**src/rtl/ppi_pkg.sv**
```systemverilog
// Shared constants for the clocked PPI: port modes and register address offsets.
package ppi_pkg;

    localparam logic [1:0] MODE_BIN  = 2'b00;
    localparam logic [1:0] MODE_BOUT = 2'b01;
    localparam logic [1:0] MODE_SIN  = 2'b10;
    localparam logic [1:0] MODE_SOUT = 2'b11;

    // Control/status and INTE registers sit directly above the port data registers.
    localparam int ADDR_CTRL_OFS = 0;
    localparam int ADDR_INTE_OFS = 1;

    function automatic int addr_ctrl(input int num_ports);
        return num_ports + ADDR_CTRL_OFS;
    endfunction

    function automatic int addr_inte(input int num_ports);
        return num_ports + ADDR_INTE_OFS;
    endfunction

endpackage

```
**src/rtl/ppi_port_channel.sv**
```systemverilog
// One PPI port: mode, data latch, strobe/ack edge detect, full/overrun flags and INTR.
module ppi_port_channel
    import ppi_pkg::*;
#(
    parameter int DATA_W = 8
) (
    input  logic              clk,
    input  logic              rst,
    input  logic              ctrl_wr,
    input  logic [1:0]        ctrl_mode,
    input  logic              inte_nxt,
    input  logic              wr,
    input  logic [DATA_W-1:0] din,
    input  logic              rd,
    input  logic              ovr_clr,
    input  logic [DATA_W-1:0] port_in,
    input  logic              stb_n,
    input  logic              ack_n,
    output logic [DATA_W-1:0] rd_data,
    output logic [DATA_W-1:0] port_out,
    output logic              oe,
    output logic              ibf,
    output logic              obf_n,
    output logic              intr,
    output logic              full,
    output logic              ovr
);

    logic [1:0]        mode_q, mode_d;
    logic [DATA_W-1:0] data_q, data_d, in_q, in_d;
    logic              ibf_q, ibf_d, obf_q, obf_d, ovr_q, ovr_d, intr_q, intr_d;
    logic              stb_prev_q, stb_prev_d, ack_prev_q, ack_prev_d;
    logic              stb_fall, ack_fall;

    always_comb begin
        mode_d     = mode_q;
        data_d     = data_q;
        ibf_d      = ibf_q;
        obf_d      = obf_q;
        ovr_d      = ovr_q & ~ovr_clr;
        in_d       = port_in;
        stb_prev_d = stb_n;
        ack_prev_d = ack_n;
        stb_fall   = stb_prev_q & ~stb_n & (mode_q == MODE_SIN);
        ack_fall   = ack_prev_q & ~ack_n & (mode_q == MODE_SOUT);
        if (ctrl_wr) begin
            mode_d = ctrl_mode;
            data_d = '0;
            ibf_d  = 1'b0;
            obf_d  = 1'b0;
            ovr_d  = 1'b0;
        end else begin
            case (mode_q)
                MODE_BOUT: if (wr) data_d = din;
                MODE_SIN: begin
                    // A read in the same cycle frees the buffer, so the new strobe is not an overrun.
                    if (stb_fall) begin
                        if (ibf_q && !rd) begin
                            ovr_d = 1'b1;
                        end else begin
                            data_d = port_in;
                            ibf_d  = 1'b1;
                        end
                    end else if (rd) begin
                        ibf_d = 1'b0;
                    end
                end
                MODE_SOUT: begin
                    if (wr) begin
                        data_d = din;
                        obf_d  = 1'b1;
                        if (obf_q && !ack_fall) ovr_d = 1'b1;
                    end else if (ack_fall) begin
                        obf_d = 1'b0;
                    end
                end
                default: ;
            endcase
        end
        intr_d = inte_nxt & (((mode_d == MODE_SIN) & ibf_d) | ((mode_d == MODE_SOUT) & ~obf_d));
    end

    always_ff @(posedge clk) begin
        if (rst) begin
            mode_q     <= MODE_BIN;
            data_q     <= '0;
            in_q       <= '0;
            ibf_q      <= 1'b0;
            obf_q      <= 1'b0;
            ovr_q      <= 1'b0;
            intr_q     <= 1'b0;
            stb_prev_q <= 1'b1;
            ack_prev_q <= 1'b1;
        end else begin
            mode_q     <= mode_d;
            data_q     <= data_d;
            in_q       <= in_d;
            ibf_q      <= ibf_d;
            obf_q      <= obf_d;
            ovr_q      <= ovr_d;
            intr_q     <= intr_d;
            stb_prev_q <= stb_prev_d;
            ack_prev_q <= ack_prev_d;
        end
    end

    assign rd_data  = (mode_q == MODE_BIN) ? in_q : data_q;
    assign oe       = mode_q[0];
    assign port_out = mode_q[0] ? data_q : '0;
    assign ibf      = ibf_q;
    assign obf_n    = ~obf_q;
    assign intr     = intr_q;
    assign full     = ibf_q | obf_q;
    assign ovr      = ovr_q;

endmodule

```
**src/rtl/ppi_hs_multiport.sv**
```systemverilog
// Clocked multi-port PPI: host register decode, control/INTE/status registers and read mux.
module ppi_hs_multiport
    import ppi_pkg::*;
#(
    parameter int DATA_W    = 8,
    parameter int NUM_PORTS = 4,
    parameter int ADDR_W    = 3
) (
    input  logic                        CLK,
    input  logic                        RESET,
    input  logic                        CS_N,
    input  logic                        RD_EN,
    input  logic                        WR_EN,
    input  logic [ADDR_W-1:0]           A,
    input  logic [DATA_W-1:0]           DIN,
    output logic [DATA_W-1:0]           DOUT,
    output logic                        DOUT_VALID,
    input  logic [NUM_PORTS*DATA_W-1:0] PORT_IN,
    output logic [NUM_PORTS*DATA_W-1:0] PORT_OUT,
    output logic [NUM_PORTS-1:0]        PORT_OE,
    input  logic [NUM_PORTS-1:0]        STB_N,
    input  logic [NUM_PORTS-1:0]        ACK_N,
    output logic [NUM_PORTS-1:0]        IBF,
    output logic [NUM_PORTS-1:0]        OBF_N,
    output logic [NUM_PORTS-1:0]        INTR
);

    localparam logic [ADDR_W-1:0] A_CTRL = ADDR_W'(addr_ctrl(NUM_PORTS));
    localparam logic [ADDR_W-1:0] A_INTE = ADDR_W'(addr_inte(NUM_PORTS));

    logic                              host_wr, host_rd, ctrl_wr, inte_wr, stat_rd;
    logic [NUM_PORTS-1:0]              inte_q, inte_d, ch_full, ch_ovr;
    logic [NUM_PORTS-1:0][DATA_W-1:0]  ch_rd_data, ch_out;
    logic [DATA_W-1:0]                 dout_q, dout_d, rd_mux;
    logic                              dout_vld_q, dout_vld_d;

    // Write has priority when both strobes are raised together.
    always_comb begin
        host_wr = ~CS_N & WR_EN;
        host_rd = ~CS_N & RD_EN & ~WR_EN;
        ctrl_wr = host_wr & (A == A_CTRL);
        inte_wr = host_wr & (A == A_INTE);
        stat_rd = host_rd & (A == A_CTRL);
        inte_d  = inte_q;
        if (ctrl_wr)      inte_d = '0;
        else if (inte_wr) inte_d = DIN[NUM_PORTS-1:0];
    end

    for (genvar p = 0; p < NUM_PORTS; p++) begin : g_port
        ppi_port_channel #(.DATA_W(DATA_W)) u_ch (
            .clk      (CLK),
            .rst      (RESET),
            .ctrl_wr  (ctrl_wr),
            .ctrl_mode(DIN[2*p +: 2]),
            .inte_nxt (inte_d[p]),
            .wr       (host_wr & (A == ADDR_W'(p))),
            .din      (DIN),
            .rd       (host_rd & (A == ADDR_W'(p))),
            .ovr_clr  (stat_rd),
            .port_in  (PORT_IN[p*DATA_W +: DATA_W]),
            .stb_n    (STB_N[p]),
            .ack_n    (ACK_N[p]),
            .rd_data  (ch_rd_data[p]),
            .port_out (ch_out[p]),
            .oe       (PORT_OE[p]),
            .ibf      (IBF[p]),
            .obf_n    (OBF_N[p]),
            .intr     (INTR[p]),
            .full     (ch_full[p]),
            .ovr      (ch_ovr[p])
        );
        assign PORT_OUT[p*DATA_W +: DATA_W] = ch_out[p];
    end

    always_comb begin
        rd_mux = '0;
        for (int p = 0; p < NUM_PORTS; p++) begin
            if (A == ADDR_W'(p)) rd_mux = ch_rd_data[p];
        end
        if (A == A_CTRL) begin
            rd_mux[NUM_PORTS-1:0]           = ch_full;
            rd_mux[2*NUM_PORTS-1:NUM_PORTS] = ch_ovr;
        end else if (A == A_INTE) begin
            rd_mux[NUM_PORTS-1:0] = inte_q;
        end
        dout_d     = host_rd ? rd_mux : dout_q;
        dout_vld_d = host_rd;
    end

    always_ff @(posedge CLK) begin
        if (RESET) begin
            inte_q     <= '0;
            dout_q     <= '0;
            dout_vld_q <= 1'b0;
        end else begin
            inte_q     <= inte_d;
            dout_q     <= dout_d;
            dout_vld_q <= dout_vld_d;
        end
    end

    assign DOUT       = dout_q;
    assign DOUT_VALID = dout_vld_q;

endmodule

```
**config.mk**
```make
export PLATFORM = sky130hd
export DESIGN_NAME = ppi_hs_multiport
export DESIGN_NICKNAME = d
export VERILOG_FILES = /design/src/rtl/ppi_pkg.sv /design/src/rtl/ppi_port_channel.sv /design/src/rtl/ppi_hs_multiport.sv
export SDC_FILE = /design/constraint.sdc
export NUM_CORES = 1
export LEC_CHECK = 0
export CAP_MARGIN = 20
export CORE_MARGIN = 1
export CORE_UTILIZATION = 48
export CTS_BUF_LIST = sky130_fd_sc_hd__clkbuf_16
export DETAILED_ROUTE_END_ITERATION = 7
export PLACE_DENSITY = 0.76
export SKIP_LAST_GASP = 1
export SLEW_MARGIN = 5
export SYNTH_ARGS = -nofsm -noshare
export SYNTH_HDL_FRONTEND = slang
export SYNTH_HIERARCHICAL = 1
export SYNTH_SLANG_ARGS = --single-unit
```
**constraint.sdc**
```tcl
create_clock -name CLK -period 2.2 [get_ports CLK]
set_input_delay 0.44 -clock CLK [delete_from_list [all_inputs] [get_ports CLK]]
set_output_delay 0.44 -clock CLK [all_outputs]
set_load 0.005 [all_outputs]
```
==> impl_metrics.env <==
export IMPL_fin_cells=892
export IMPL_fin_skew_ps=6.746
export IMPL_io_pins=113
export IMPL_antenna_found_initial=0
export IMPL_postLayoutSetupSlackWorst_ps=50.94
export IMPL_regArea_um2=2182
export IMPL_cts_sinks=109
export IMPL_placed_area_um2=7569
export IMPL_ys_warn_count=6
export IMPL_finalInstanceArea_um2=7951
export IMPL_arrival_ps=1710
export IMPL_cts_root_buffer="clkbuf_16"
export IMPL_worst_setup_path_end_kind="output port"
export IMPL_powerDensity_nw_per_um2=556.2
export IMPL_grt_max_degree=25
export IMPL_hp_class="register to register"
export IMPL_fp_dieH_um=114.2
export IMPL_timing_final_hold_violations=0
export IMPL_synth_cell_type_count=40
export IMPL_fin_tns_setup_ps=0
export IMPL_start_util_pct=49.70
export IMPL_place_hpwl_mm=12.52
export IMPL_ys_ff_latch=109
export IMPL_post_route_period_util_pct=97.68
export IMPL_ys_seq_area_share_pct=36.10
export IMPL_synth_cells=570
export IMPL_final_util_pct=65.38
export IMPL_vias=5079
export IMPL_cp_required_ps=1760
export IMPL_dp_cells=876
export IMPL_gp_congestion=0.8771
export IMPL_clock_fmax_mhz=465.3
export IMPL_cts_buffers=9
export IMPL_synth_area_per_cell_um2=10.60
export IMPL_rows=40
export IMPL_drtIter0Drc=314
export IMPL_grt_pass1_wl_mm=26.52
export IMPL_via_per_inst=5.694
export IMPL_cts_clk_slew_worst_paths_ps=70
export IMPL_post_place_ws_ps=-356.9
export IMPL_worstSkewPairLatency_ps=350
export IMPL_rsz0062_at_grt="no"
export IMPL_maxSlewHeadroom_pct=67.42
export IMPL_fill_cells=958
export IMPL_synth_area_um2=6045
export IMPL_synth_edff_count=0
export IMPL_setup_viol=0
export IMPL_multi_input_area_um2=3467
export IMPL_cts_htree_levels=3
export IMPL_antenna_left=0
export IMPL_whs_ps=484.9
export IMPL_critPathMaxFanout=24
export IMPL_totalWireLength_mm=17.05
export IMPL_drv_slew=0
export IMPL_report_power_total_mw=4.423
export IMPL_startpoint_type="register"
export IMPL_worstMarginPinSlew_ps=487.2
export IMPL_grt_overflow=0
export IMPL_status="finished, final reports clean"
export IMPL_drc=0
export IMPL_nets=775
export IMPL_worstSetupPathType="register to output port"
export IMPL_period_needed_ps=2149
export IMPL_drv_cap=0
export IMPL_syn_to_final_growth_pct=31.55
export IMPL_cts_tree="yes"
export IMPL_core_area_um2=12160
export IMPL_dr_pass1_iters=5
export IMPL_die_area_um2=13050
export IMPL_portBuffers=112
export IMPL_synthFlopType="dfxtp_1"
export IMPL_grt_usage_pct=26.84
export IMPL_syn_nets=626
export IMPL_ctsLongestPathBuffers=2
export IMPL_antenna_cells=0
export IMPL_p_leak_nw=2.869
export IMPL_wl_per_cell_um=19.11
export IMPL_synthArstFlopShare_pct=0
export IMPL_ir_worst_vdd_uv=322.8
export IMPL_fp_dieW_um=114.2
export IMPL_grt_pass1_vias=5064
export IMPL_drive_above_1_share_pct=33.70
-- cells in the final DEF (no fill, tap or decap), types with 2 or more instances in the layout --
master	netlist	routed
a21o_4	4	4
nand2_1	20	20
nand2b_1	19	18
mux2i_1	38	38
a21bo_2	4	4
bufinv_16	0	3
nor2_2	4	5
a2111oi_1	2	2
clkinvlp_4	0	2
nand3_1	5	5
a211oi_2	64	64
buf_12	4	5
a31o_2	4	4
mux2_2	38	38
nor3_2	0	3
o32a_1	4	4
a211oi_1	4	4
nor2_1	22	21
nand3b_1	13	13
clkdlybuf4s50_1	0	111
nor3_1	11	8
and2_1	40	40
and4bb_4	4	4
a221oi_1	11	11
o311a_1	4	4
dfxtp_1	109	109
mux4_2	5	5
inv_1	10	10
a21oi_1	20	20
buf_4	10	65
or2_2	20	20
nor2b_1	37	37
clkbuf_16	0	9
-- report_power, final --
group	total [mW]	leakage [nW]	internal, mW	switching (mW)
Combinational	0.518	1.82	0.271	0.248
Sequential	2.05	0.891	2.03	0.0231
Clock	1.86	0.159	1.11	0.749
Total	4.42	2.87	3.40	1.02
-- synth_stat cells, types with 7 or more instances --
master / instances / area [µm²]
dfxtp_1: 109 / 2182
a211oi_2: 64 / 800.8
and2_1: 40 / 250.2
mux2_2: 38 / 427.9
mux2i_1: 38 / 380.4
nor2b_1: 37 / 231.5
nor2_1: 22 / 82.58
a21oi_1: 20 / 100.1
nand2_1: 20 / 75.07
or2_2: 20 / 125.1
nand2b_1: 19 / 118.9
nand3b_1: 13 / 97.59
a221oi_1: 11 / 96.34
nor3_1: 11 / 55.05
buf_4: 10 / 75.07
buf_6: 10 / 112.6
clkbuf_1: 10 / 37.54
inv_1: 10 / 37.54
buf_2: 7 / 35.03
-- final timing paths --
path | startpoint | end | slack, ps | cells after the start
max | g_port[3].u_ch/mode_q[0] | PORT_OUT[26] | 50 | 3
max reg2reg | g_port[3].u_ch/mode_q[0] | DOUT[5] | 70 | 6
min | inte_q[1] | inte_q[1] | 480 | 2
min reg2reg | inte_q[1] | inte_q[1] | 480 | 2
-- sequential cells by signal, summed over array words and instances (netlist names) --
name,cells
g_port.u_ch/ovr,4
g_port.u_ch/obf_q,4
DOUT_VALID,1
inte_q,4
g_port.u_ch/stb_prev_q,4
g_port.u_ch/data_q,32
g_port.u_ch/mode_q,8
g_port.u_ch/intr,4
g_port.u_ch/ibf,4
g_port.u_ch/ack_prev_q,4
DOUT,8
g_port.u_ch/in_q,32
-- critical path, cell delays in order (launching register included) --
cell and delay (ps):
dfxtp_1 360, buf_4 300, and2_1 180, clkdlybuf4s50_1 500
-- layer usage --
metal	wire (µm)	up-vias	part of all wire (%)	GRT usage [%]
li1	-	2359	-	-
met1	7288	2500	43	33.49
met2	8155	182	48	45.33
met3	1021	38	6.0	4.235
met4	581	0	3.4	12.81
met5	0	-	0	0
-- logic make-up (layout without fill, tap and decap cells) --
kind of cell,Yosys count,count (layout),synth area share [%]
simple gates,202,202,20.08
mux,81,81,15.23
flops,109,109,36.10
buf+inv,55,209,7.245
compound gates,123,123,21.34
-- layout make-up --
class,instances,area share (%)
multi-input combinational,406,43.60
tap,168,2.644
sequential,109,27.44
clock buffer,9,2.832
clock inverter,7,1.432
inverter,10,0.4721
timing repair buffer,183,21.57
-- repair_timing --
item                       in CTS  in global routing
setup buffers                   0                  0
setup endpoints to repair       6                 35
gates resized for setup         1                  7
gates cloned                    0                  0
pin swaps                       0                  2
hold buffers                    0                  0
Power figures use the tool's default switching activity.
==> RTL change 1: new RTL, same flow settings <==
`DATA_W` is set to 8 in 2 places; all go to 10.
--- a/src/rtl/ppi_port_channel.sv
+++ b/src/rtl/ppi_port_channel.sv
@@ -4,3 +4,3 @@
 #(
-    parameter int DATA_W = 8
+    parameter int DATA_W = 10
 ) (
--- a/src/rtl/ppi_hs_multiport.sv
+++ b/src/rtl/ppi_hs_multiport.sv
@@ -4,3 +4,3 @@
 #(
-    parameter int DATA_W    = 8,
+    parameter int DATA_W    = 10,
     parameter int NUM_PORTS = 4,
Interface: changed (resized DIN, DOUT, PORT_IN and PORT_OUT); port bits go from 113 to 133. No check against the original RTL was run, so the function may have changed too.
==> RTL change 1 against the original RTL <==
- cell area is 13% higher
- critical endpoint is now PORT_OUT[20]
- first-iteration DRC count grew 29%
- synthesized cell count up 13%
- total power up 23%
- highest routed layer unchanged
- area after synthesis grew 9.3%
- sequential cell count grew 18
- routed wire length grew 19%
- setup slack got worse by 3.7 ps
- largest cell class unchanged
- critical path depth unchanged
- hold slack gained 21 ps
==> RTL change 1: results <==
{
  "status": "finished clean",
  "critPathKind": "reg2out",
  "place_area_sq_um": 8430,
  "gp_congestion": 0.923,
  "tightest_slew_ps": 601,
  "fin_util_pct": 67.3,
  "crit_fanout": 28,
  "synthArstFlopShare_pct": 0,
  "hold_slack_ps": 506,
  "n_fill_cell": 1055,
  "p_int_uw": 4160,
  "max-vdd-ir-drop_v": 0.000527,
  "synth_commonest_cells": "127 x dfxtp_1, 48 x a211oi_1, 48 x and2_1, 48 x nor2b_1, 44 x mux2i_1",
  "n_antenna_cell": 0,
  "antenna_found_initial": 0,
  "critPathArrivalTime_ps": 1710,
  "first_global_vias": 5849,
  "grt_max_degree": 29,
  "port_buffers": 132,
  "grt_pass1_wl_mm": 31.9,
  "clockBufferDepth": 2,
  "skew_ps": 10.7,
  "ys.warnings.count": 6,
  "synth_nets": 710,
  "numCtsBuffers": 17,
  "rr_endpoint": "DOUT[1]",
  "rr_worst_depth": 7,
  "ys_seq_area_share_pct": 38.5,
  "min_path_cells": 1,
  "drt-pass1-iter-count": 5,
  "post-cts-setup-buffer-count": 0,
  "hold_class": "reg2reg",
  "viasPerCell": 5.92,
  "cts.clk_slew.worst_paths_ps": 50,
  "ys_types": 41,
  "wl_per_cell_microns": 20.4,
  "drt_iter0_drc": 405,
  "root_buffer": "clkbuf_16",
  "p_leak_uw": 0.00326,
  "h-tree-depth": 4,
  "startpoint": "g_port[2].u_ch/mode_q[0]",
  "dp_hpwl_mm": 14.8,
  "holdCritStartpoint": "DOUT[1]",
  "r2r_slack_ps": 110,
  "layout-drive-gt1-share_pct": 25.8,
  "nets": 877,
  "hold_path_end": "DOUT[1]",
  "insertion_delay_ps": 420,
  "crit-reg2reg-launch": "g_port[0].u_ch/mode_q[0]",
  "synth_area_leaders": "dfxtp_1 38%, a211oi_2 7.6%, mux2_2 7.0%",
  "track_usage_pct": 29.6
}
## RTL change 1: worst max-delay path, cell delays in order (launching register included)
cell             delay (ps)
dfxtp_1                 400
buf_12                  210
and2_1                  170
clkdlybuf4s50_1         510
## RTL change 1: cell families (layout without fill, tap and decap cells)
logic type,count (synthesis),count (layout),synth area share [%]
and+or+nand+nor,207,207,18.9
AOI/OAI and AO/OA,155,155,20.6
DFF,127,127,38.5
muxes,94,94,16.2
buffers and inverters,61,240,5.78
## RTL change 1: routing by layer
metal,vias to the layer above,GRT usage (%),routed length [microns]
met5,-,0,0
met4,0,12.3,571
met3,40,5.75,1750
met2,310,47.6,9640
met1,2873,38.9,8390
li1,2694,-,-
## RTL change 1: layout make-up
class	instances	area (sq um)	area share, %
inverters	11	41.3	0.459
flip-flops and latches	127	2540	28.3
clock inverters	14	85.1	0.947
clock buffers	17	425	4.73
multi-input cells	456	3690	41.1
well taps	176	220	2.45
repair buffers	198	1980	22.1
## RTL change 1: how the worst max path moves through the flow
stage,endpoint,cells past startpoint
after global placement,g_port[0].u_ch/data_q[5],8
after floorplan,g_port[0].u_ch/ibf,7
final,PORT_OUT[20],3
after CTS,PORT_OUT[20],3
after global routing,DOUT[1],7
after detailed placement,g_port[0].u_ch/data_q[0],8
## RTL change 1: per-stage QoR
step,setup WS [ps],total power (uW),instances
6_report,47.3,5430,999
5_1_grt,0.542,5590,999
4_1_cts,12.3,5440,999
3_5_place_dp,-360,3010,968
3_3_place_gp,-298,3000,968
2_1_floorplan,171,2710,644
## RTL change 1: power by group through the flow
| stage | sequential (uW) | combinational (uW) | clock [uW] |
|---|---|---|---|
| floorplan | 2430 | 286 | 0 |
| global placement | 2430 | 566 | 0 |
| detailed placement | 2440 | 575 | 0 |
| CTS | 2390 | 580 | 2470 |
| global route | 2390 | 623 | 2570 |
| finish | 2390 | 589 | 2440 |
## RTL change 1: what timing repair did
action / 4_1_cts / 5_1_grt
resized for setup: 4 / 8
gates cloned: 0 / 0
hold endpoints to repair: 0 / 0
endpoints found under the setup margin: 40 / 27
hold buffers: 0 / 0
==> RTL change 2: new RTL, config.mk and constraints unchanged <==
Without the edit above. Take the reset off `in_q` and load it in a clocked block of its own.
--- a/src/rtl/ppi_port_channel.sv
+++ b/src/rtl/ppi_port_channel.sv
@@ -86,3 +86,2 @@
             data_q     <= '0;
-            in_q       <= '0;
             ibf_q      <= 1'b0;
@@ -96,3 +95,2 @@
             data_q     <= data_d;
-            in_q       <= in_d;
             ibf_q      <= ibf_d;
@@ -104,2 +102,6 @@
         end
+    end
+
+    always_ff @(posedge clk) begin
+        in_q <= in_d;
     end
Function: changed (Yosys sat finds a counterexample within 4 cycles, from zero or initial values and one cycle with RESET high).
==> RTL change 2 against the original RTL <==
- the flow now finishes with violations (DRC)
- cell area decreased by 3.1%
- setup slack improved by 2.2 ps
- non-clock buffer count increased by 4
- area after synthesis decreased by 3.6%
- synthesized cell count decreased by 6.3%
- utilization increased by 0.96 points
- total power decreased by 0.80%
- global-route usage decreased by 1.2 points
- sequential cell count unchanged
- fmax increased by 0.10%
- routed wire length decreased by 5.2%
- critical endpoint is now PORT_OUT[30]
==> RTL change 2: results <==
{
  "skew_ps": 9.06,
  "clockBufferDepth": 2,
  "h-tree-depth": 3,
  "synthArstFlopShare_pct": 0,
  "wl_met3_microns": 979,
  "hold_path_end": "inte_q[2]",
  "gp_congestion": 0.927,
  "synth_top_area_share_pct": 37.4,
  "max-vdd-ir-drop_v": 0.000458,
  "route.met2.wl_mm": 7.66,
  "ctsResizeCount": 0,
  "hold_slack_ps": 484,
  "violations": "DRC",
  "ys_seq_area_share_pct": 37.4,
  "holdCritStartpoint": "inte_q[2]",
  "rr_endpoint": "DOUT[4]",
  "drt-pass1-iter-count": 8,
  "met1_usage_pct": 34.6,
  "p_leak_uw": 0.00277,
  "finalCritPeriodShare_pct": 97.6,
  "n_antenna_cell": 0,
  "wl_met1_mm": 7.18,
  "drcViolationCount": 7,
  "synth_area_leaders": "dfxtp_1 37%, a211oi_2 14%, mux2_2 7.3%",
  "layout-drive-gt1-share_pct": 35.6,
  "wl_per_cell_microns": 19.3,
  "crit-reg2reg-launch": "g_port[1].u_ch/mode_q[0]",
  "powerComb_uw": 498,
  "first_global_vias": 4751,
  "critPathArrivalTime_ps": 1710,
  "nets": 747,
  "final_antenna_net_count": 0,
  "dp_hpwl_mm": 11.9,
  "slew_headroom_pct": 64.8,
  "p_switching_uw": 987,
  "r2r_slack_ps": 110,
  "reg_top3": "g_port.u_ch/data_q (32), g_port.u_ch/in_q (32)",
  "grt_pass1_wl_mm": 25.0,
  "use_met3_pct": 3.67,
  "gr-usage-met2_pct": 42.5,
  "root_buffer": "clkbuf_16",
  "status": "complete, but fails checks",
  "drt_iter0_drc": 355,
  "hold_class": "reg2reg",
  "track_usage_pct": 25.7,
  "syn_avg_cell_area_sq_um": 10.9,
  "stdcell_count": 839,
  "power_density_nw_per_um2": 569,
  "synth_nets": 590,
  "post-cts-setup-buffer-count": 0,
  "synth_flop_cell": "dfxtp_1",
  "insertion_delay_ps": 350,
  "grt_max_degree": 25,
  "highest_layer": "met4",
  "viasPerCell": 5.80,
  "cts.clk_slew.worst_paths_ps": 70,
  "dp.cells": 823
}
RTL change 2: cell types whose count changed in the layout (fill, tap and decap cells not counted), moves of 3 or more:
cell	change
nand2b_2	+4
buf_4	+8
nand2b_1	-3
buf_12	-3
nor2b_1	-32
RTL change 2: kinds of logic after synthesis:
logic type / count (synthesis) / synth area share, %
mux: 81 / 15.8
simple gates: 170 / 17.4
buf+inv: 51 / 7.25
flops: 109 / 37.4
compound gates: 123 / 22.1
RTL change 2: through the flow:
stage                     worst slack [ps]  cell area [sq um]
after floorplan                        123               5830
after global placement                -285               7330
after detailed placement              -324               7330
after CTS                             10.2               7670
after global routing                  1.56               7700
final                                 53.1               7700
RTL change 2: layout make-up:
cell class / instances / area [sq um]
well taps: 143 / 179
clock inverters: 7 / 114
inverters: 10 / 37.5
fillers: 910 / 3910
flip-flops and latches: 109 / 2180
clock buffers: 9 / 225
multi-input cells: 374 / 3260
repair buffers: 187 / 1710
RTL change 2: critical path: stages (launching register included):
cell and delay [ps]:
dfxtp_1 370, buf_4 310, and2_1 190, clkdlybuf4s50_1 500
RTL change 2: worst max-delay path by stage:
| stage | slack, ps | endpoint | cells after the start | startpoint |
|---|---|---|---|---|
| 2_1_floorplan | 120 | g_port[0].u_ch/intr | 7 | CS_N |
| 3_3_place_gp | -280 | g_port[0].u_ch/data_q[4] | 9 | RD_EN |
| 3_5_place_dp | -320 | g_port[2].u_ch/data_q[7] | 8 | RD_EN |
| 4_1_cts | 10 | g_port[2].u_ch/data_q[7] | 8 | RD_EN |
| 5_1_grt | 2 | PORT_OUT[21] | 3 | g_port[2].u_ch/mode_q[0] |
| 6_report | 50 | PORT_OUT[30] | 3 | g_port[3].u_ch/mode_q[0] |
